===== config.mk =====
export PLATFORM = sky130hd
export DESIGN_NAME = seg_scan_display
export DESIGN_NICKNAME = d
export VERILOG_FILES = /design/src/rtl/seg_scan_display.sv
export SDC_FILE = /design/constraint.sdc
export NUM_CORES = 1
export LEC_CHECK = 0
export ABC_AREA = 1
export CAP_MARGIN = 25
export CORE_ASPECT_RATIO = 1.4
export CORE_MARGIN = 2
export CORE_UTILIZATION = 45
export DETAILED_ROUTE_END_ITERATION = 16
export GPL_ROUTABILITY_DRIVEN = 1
export GPL_TIMING_DRIVEN = 0
export SLEW_MARGIN = 0
export SYNTH_ARGS = -nofsm -noshare
export SYNTH_HDL_FRONTEND = slang
export SYNTH_SLANG_ARGS = --single-unit
export TNS_END_PERCENT = 50

===== constraint.sdc =====
create_clock -name clk -period 2.5 [get_ports clk]
set_input_delay 0.625 -clock clk [delete_from_list [all_inputs] [get_ports clk]]
set_output_delay 0.625 -clock clk [all_outputs]
set_load 0.03 [all_outputs]

===== src/rtl/seg_scan_display.sv =====
// Multiplexed N-digit 7-segment driver: sequential double-dabble binary-to-BCD conversion
// feeding a prescaled digit scanner with leading-zero blanking and overflow dashes.
module seg_scan_display #(
  parameter int unsigned WIDTH          = 16,
  parameter int unsigned DIGITS         = 3,
  parameter int unsigned SCAN_DIV       = 50000,
  parameter bit          BLANK_LZ       = 1'b1,
  parameter bit          SEG_ACTIVE_LOW = 1'b0
) (
  input  logic              clk,
  input  logic              rst_n,
  input  logic [WIDTH-1:0]  count,
  output logic [DIGITS-1:0] seg,
  output logic [6:0]        codeout,
  output logic              busy,
  output logic              ovf
);

  localparam int unsigned INT_DIGITS = (WIDTH * 3) / 10 + 1;
  localparam int unsigned EXT_DIGITS = (INT_DIGITS > DIGITS) ? INT_DIGITS : DIGITS;
  localparam int unsigned BCD_W      = INT_DIGITS * 4;
  localparam int unsigned CNT_W      = $clog2(WIDTH + 1);
  localparam int unsigned PRE_W      = $clog2(SCAN_DIV);
  localparam int unsigned IDX_W      = (DIGITS > 1) ? $clog2(DIGITS) : 1;

  typedef enum logic [1:0] {
    StIdle,
    StShift,
    StCommit
  } state_e;

  state_e              r_state;
  logic [WIDTH-1:0]    r_bin;
  logic [BCD_W-1:0]    r_bcd;
  logic [CNT_W-1:0]    r_cnt;
  logic                r_busy;
  logic                r_ovf;
  logic [DIGITS*4-1:0] r_disp;

  logic [PRE_W-1:0]    r_pre;
  logic [IDX_W-1:0]    r_idx;
  logic                r_active;
  logic [DIGITS-1:0]   r_seg;
  logic [6:0]          r_code;

  logic [BCD_W-1:0]        w_bcd_adj;
  logic [EXT_DIGITS*4-1:0] w_bcd_ext;
  logic                    w_ovf;
  logic                    w_tc;
  logic                    w_active_next;
  logic [IDX_W-1:0]        w_idx_next;
  logic [DIGITS-1:0]       w_seg_next;
  logic [3:0]              w_nib;
  logic                    w_lz_blank;
  logic [6:0]              w_code_next;

  function automatic logic [6:0] seg_decode(input logic [3:0] n);
    logic [6:0] c;
    case (n)
      4'd0:    c = 7'h3F;
      4'd1:    c = 7'h06;
      4'd2:    c = 7'h5B;
      4'd3:    c = 7'h4F;
      4'd4:    c = 7'h66;
      4'd5:    c = 7'h6D;
      4'd6:    c = 7'h7D;
      4'd7:    c = 7'h07;
      4'd8:    c = 7'h7F;
      4'd9:    c = 7'h6F;
      default: c = 7'h00;
    endcase
    return c;
  endfunction

  // Double-dabble correction: every nibble >= 5 gets +3 before the shift.
  always_comb begin
    w_bcd_adj = r_bcd;
    for (int unsigned i = 0; i < INT_DIGITS; i++) begin
      if (r_bcd[i*4+:4] >= 4'd5) begin
        w_bcd_adj[i*4+:4] = r_bcd[i*4+:4] + 4'd3;
      end
    end
  end

  always_comb begin
    w_bcd_ext = '0;
    w_bcd_ext[BCD_W-1:0] = r_bcd;
    w_ovf = 1'b0;
    for (int unsigned i = 0; i < EXT_DIGITS; i++) begin
      if (i >= DIGITS && w_bcd_ext[i*4+:4] != 4'd0) begin
        w_ovf = 1'b1;
      end
    end
  end

  always_ff @(posedge clk or negedge rst_n) begin
    if (!rst_n) begin
      r_state <= StIdle;
      r_bin   <= '0;
      r_bcd   <= '0;
      r_cnt   <= '0;
      r_busy  <= 1'b0;
      r_ovf   <= 1'b0;
      r_disp  <= '0;
    end else begin
      case (r_state)
        StIdle: begin
          r_bin   <= count;
          r_bcd   <= '0;
          r_cnt   <= '0;
          r_busy  <= 1'b1;
          r_state <= StShift;
        end
        StShift: begin
          r_bcd <= {w_bcd_adj[BCD_W-2:0], r_bin[WIDTH-1]};
          r_bin <= r_bin << 1;
          r_cnt <= r_cnt + 1'b1;
          if (r_cnt == CNT_W'(WIDTH - 1)) begin
            r_state <= StCommit;
          end
        end
        StCommit: begin
          r_disp  <= w_bcd_ext[DIGITS*4-1:0];
          r_ovf   <= w_ovf;
          r_busy  <= 1'b0;
          r_state <= StIdle;
        end
        default: r_state <= StIdle;
      endcase
    end
  end

  // Scanning stays dark until the first terminal count, which then selects digit 0.
  assign w_tc          = (r_pre == PRE_W'(SCAN_DIV - 1));
  assign w_active_next = r_active | w_tc;

  always_comb begin
    w_idx_next = r_idx;
    if (w_tc && r_active) begin
      w_idx_next = (r_idx == IDX_W'(DIGITS - 1)) ? '0 : r_idx + 1'b1;
    end
  end

  always_comb begin
    w_seg_next = '0;
    w_nib      = 4'd0;
    w_lz_blank = (w_idx_next != '0);
    for (int unsigned i = 0; i < DIGITS; i++) begin
      if (IDX_W'(i) == w_idx_next) begin
        w_seg_next[i] = w_active_next;
        w_nib         = r_disp[i*4+:4];
      end
      if (IDX_W'(i) >= w_idx_next && r_disp[i*4+:4] != 4'd0) begin
        w_lz_blank = 1'b0;
      end
    end
  end

  always_comb begin
    w_code_next = 7'h00;
    if (w_active_next) begin
      if (r_ovf) begin
        w_code_next = 7'h40;
      end else if (BLANK_LZ && w_lz_blank) begin
        w_code_next = 7'h00;
      end else begin
        w_code_next = seg_decode(w_nib);
      end
    end
  end

  always_ff @(posedge clk or negedge rst_n) begin
    if (!rst_n) begin
      r_pre    <= '0;
      r_idx    <= '0;
      r_active <= 1'b0;
      r_seg    <= '0;
      r_code   <= 7'h00;
    end else begin
      r_pre    <= w_tc ? '0 : r_pre + 1'b1;
      r_idx    <= w_idx_next;
      r_active <= w_active_next;
      r_seg    <= w_seg_next;
      r_code   <= w_code_next;
    end
  end

  assign seg     = SEG_ACTIVE_LOW ? ~r_seg : r_seg;
  assign codeout = SEG_ACTIVE_LOW ? ~r_code : r_code;
  assign busy    = r_busy;
  assign ovf     = r_ovf;

endmodule


==> flow_summary.ini, run 1 <==
[drt]
route.detailed.drc = 0
via_per_inst = 4.901
route.vias.total = 3470
final_antenna_net_count = 0
drt-initial-drc-count = 116
drt-total-wl_um = 8946
wire_per_inst_um = 12.64
dr.pass1.iters = 4

[floorplanning]
fp.dieW_um = 87.71
die_h_um = 121.2
design.die.area_um2 = 10630
core_um2 = 9512
rows = 42
boundaryPins = 30
initial_utilization_pct = 46.41

[final_layout]
multiInputGateArea_um2 = 1999
fin_area_um2 = 5315
final_common_cell = nand2_1
area_growth_pct = 20.41
nets = 610
diodes = 0
fillers = 903
mostFrequentLayoutCells = nand2_1 (114), dfrtp_1 (86), inv_1 (74)
layout-drive-gt1-share_pct = 11.81
final_cells = 708
fin_util_pct = 55.88
register_area_um2 = 2152

[yosys]
syn_area_um2 = 4414
syn_nets = 563
avgSynthCellArea_um2 = 8.408
yosys_warnings = 0
synth.distinct_cells = 38
synth_area_leaders = dfrtp_1 (49%), nand2_1 (9.9%), inv_1 (6.4%)
netlist_instances = 525
yosys.area.top_type = dfrtp_1
post-synth-top-area-fraction_pct = 48.75
ys_seq_elements = 86
seq_area_frac_synth_pct = 48.75

[critical_path]
worstPathArrival_ns = 2.66
worstSetupPathType = reg -> reg
start_kind = flip-flop
endpoint_kind = flip-flop
worstPathMaxFanout = 6
worstPathRequired_ns = 2.78

[clocking]
root_buffer = clkbuf_16
ctsLongestPathBuffers = 2
clkLatencyLatePin_ns = 0.34
clkTransAtPathRegs_ns = 0.06
htreeDepth = 3
cts_tree = done
cts_buffers = 9
clock-sinks = 86

[placement]
place_congestion = 0.7947
portBuffers = 29
dp_hpwl_um = 6502
place_area_um2 = 4895
post-place-ws_ns = -0.1057
place_inst = 687

[global_route]
grt.overflow.total = 0
antenna_found_initial = 0
grt_pass1_vias = 3458
grtUsageTotal_pct = 18.29
grt_max_degree = 50
grt_pass1_wl_um = 15170

[timing]
whs_ns = 0.2489
drv_slew = 0
relSlewSlack_pct = 55.38
fmax_ghz = 0.4198
setup_viol = 0
hold_viol = 0
fin_crit_ns = 2.382
worst_pin_slew_ns = 0.6668
rsz0062_at_grt = true
period_share_pct = 95.28
fin_skew_ns = 0.005448
setup_slack_ns = 0.1179

[power_and_ir_drop]
switching_share_pct = 31.13
p_switching_uw = 1292
pwr-share-seq_pct = 42.1
combPwrFrac_pct = 24.3
p_leak_uw = 0.002589
worst_ir_drop_vdd_mv = 0.3663
powerDensity_nw_per_um2 = 781.0
p_int_uw = 2859
clkPwrFrac_pct = 33.6

[run_status]
status = finished, final reports clean

[flow_run]
drv_cap = 0

[worst_hold_path]
hp-class = in -> async
[sequential cells by signal (all words and copies together), names as in the netlist]
signal / cells
busy: 1
r_bin: 16
r_active: 1
r_state: 2
codeout: 7
ovf: 1
seg: 3
r_bcd: 20
r_disp: 12
r_cnt: 5
r_idx: 2
r_pre: 16
[stage by stage]
stage / total power (uW) / setup TNS (ns)
floorplan: 2501 / 0
finish: 4151 / 0
global placement: 2737 / -203.53
global route: 4423 / -0.05667
CTS: 4189 / 0
detailed placement: 2776 / -0.1637
[cells in the mapped netlist, drive strengths merged]
| library cell | number |
|---|---|
| a21oi | 9 |
| a22o | 1 |
| a2bb2oi | 1 |
| a31o | 1 |
| a31oi | 1 |
| a32o | 1 |
| buf | 2 |
| clkbuf | 9 |
| clkinv | 1 |
| dfrtp | 86 |
| ha | 20 |
| inv | 77 |
| nand2 | 128 |
| nand3 | 37 |
| nand4 | 8 |
| nor2 | 65 |
| nor3 | 10 |
| nor4 | 3 |
| o211ai | 4 |
| o21ai | 37 |
| o21bai | 1 |
| o221ai | 1 |
| o22ai | 8 |
| o32ai | 6 |
| or2 | 1 |
| xor2 | 7 |
[per-layer routing]
| layer | track usage (%) | routed length (um) |
|---|---|---|
| met5 | 0 | 0 |
| met4 | 9.038 | 195 |
| met3 | 2.245 | 162 |
| met2 | 34.04 | 4869 |
| met1 | 19.78 | 3719 |
[cells by family (layout without fill, tap and decap cells)]
group / count (synthesis) / in the layout / synth area share [%]
and+or+nand+nor: 252 / 252 / 26.70
buffers and inverters: 89 / 140 / 7.568
DFF: 86 / 86 / 48.75
AOI/OAI and AO/OA: 71 / 71 / 9.921
adders and majority gates: 20 / 20 / 5.669
xor gates and xnor gates: 7 / 7 / 1.389
[power by group through the flow]
| stage | clock network [uW] | logic, uW | registers [uW] |
|---|---|---|---|
| after floorplan | 0 | 760 | 1740 |
| after global placement | 0 | 970 | 1770 |
| after detailed placement | 0 | 1010 | 1770 |
| after CTS | 1430 | 1010 | 1750 |
| after global routing | 1480 | 1170 | 1780 |
| final | 1390 | 1010 | 1750 |
[path summary, 6_finish.rpt]
kind | from | to | slack, ns | depth (start not counted)
min in group clk | r_pre[15] | r_pre[15] | 0.47 | 1
max in group asynchronous | rst_n | r_bin[9] | 1.64 | 2
worst max register to register | r_pre[0] | codeout[3] | 0.12 | 14
worst max-delay path | r_pre[0] | codeout[3] | 0.12 | 14
worst min-delay path | rst_n | r_pre[6] | 0.25 | 1
worst min register to register | r_pre[15] | r_pre[15] | 0.47 | 1
[area by class of cell]
class	instances	area share [%]
buffer	11	0.7768
timing repair buffer	36	6.780
sequential	86	40.49
clock buffer	10	4.308
tap	132	3.107
clock inverter	5	1.412
multi-input combinational	350	37.62
inverter	78	5.508
[repair_timing]
action                     CTS  global route
gates resized for setup      3            13
hold buffers                 0             0
setup endpoints to repair    2             4
pin swaps                    0             3
cloned                       0             0
setup buffers                1             5
[worst max-delay path: stages (launching register included)]
cell,delay (ns)
dfrtp_1,0.40
ha_4,0.17
nand3_4,0.11
nor3_4,0.22
buf_4,0.15
nand4_1,0.12
nand2_4,0.15
nand3_2,0.12
nand3_4,0.12
inv_2,0.05
ha_1,0.27
or2_1,0.22
clkinv_1,0.06
nor2_1,0.04
nor2_2,0.09
No activity file was read; power rests on OpenSTA's default activity.
==> run 2, diff against run 1 <==
- SLEW_MARGIN: 0 -> 20
==> results of run 2 <==
No change in the layout: final DEF, timing and power equal those of run 1.
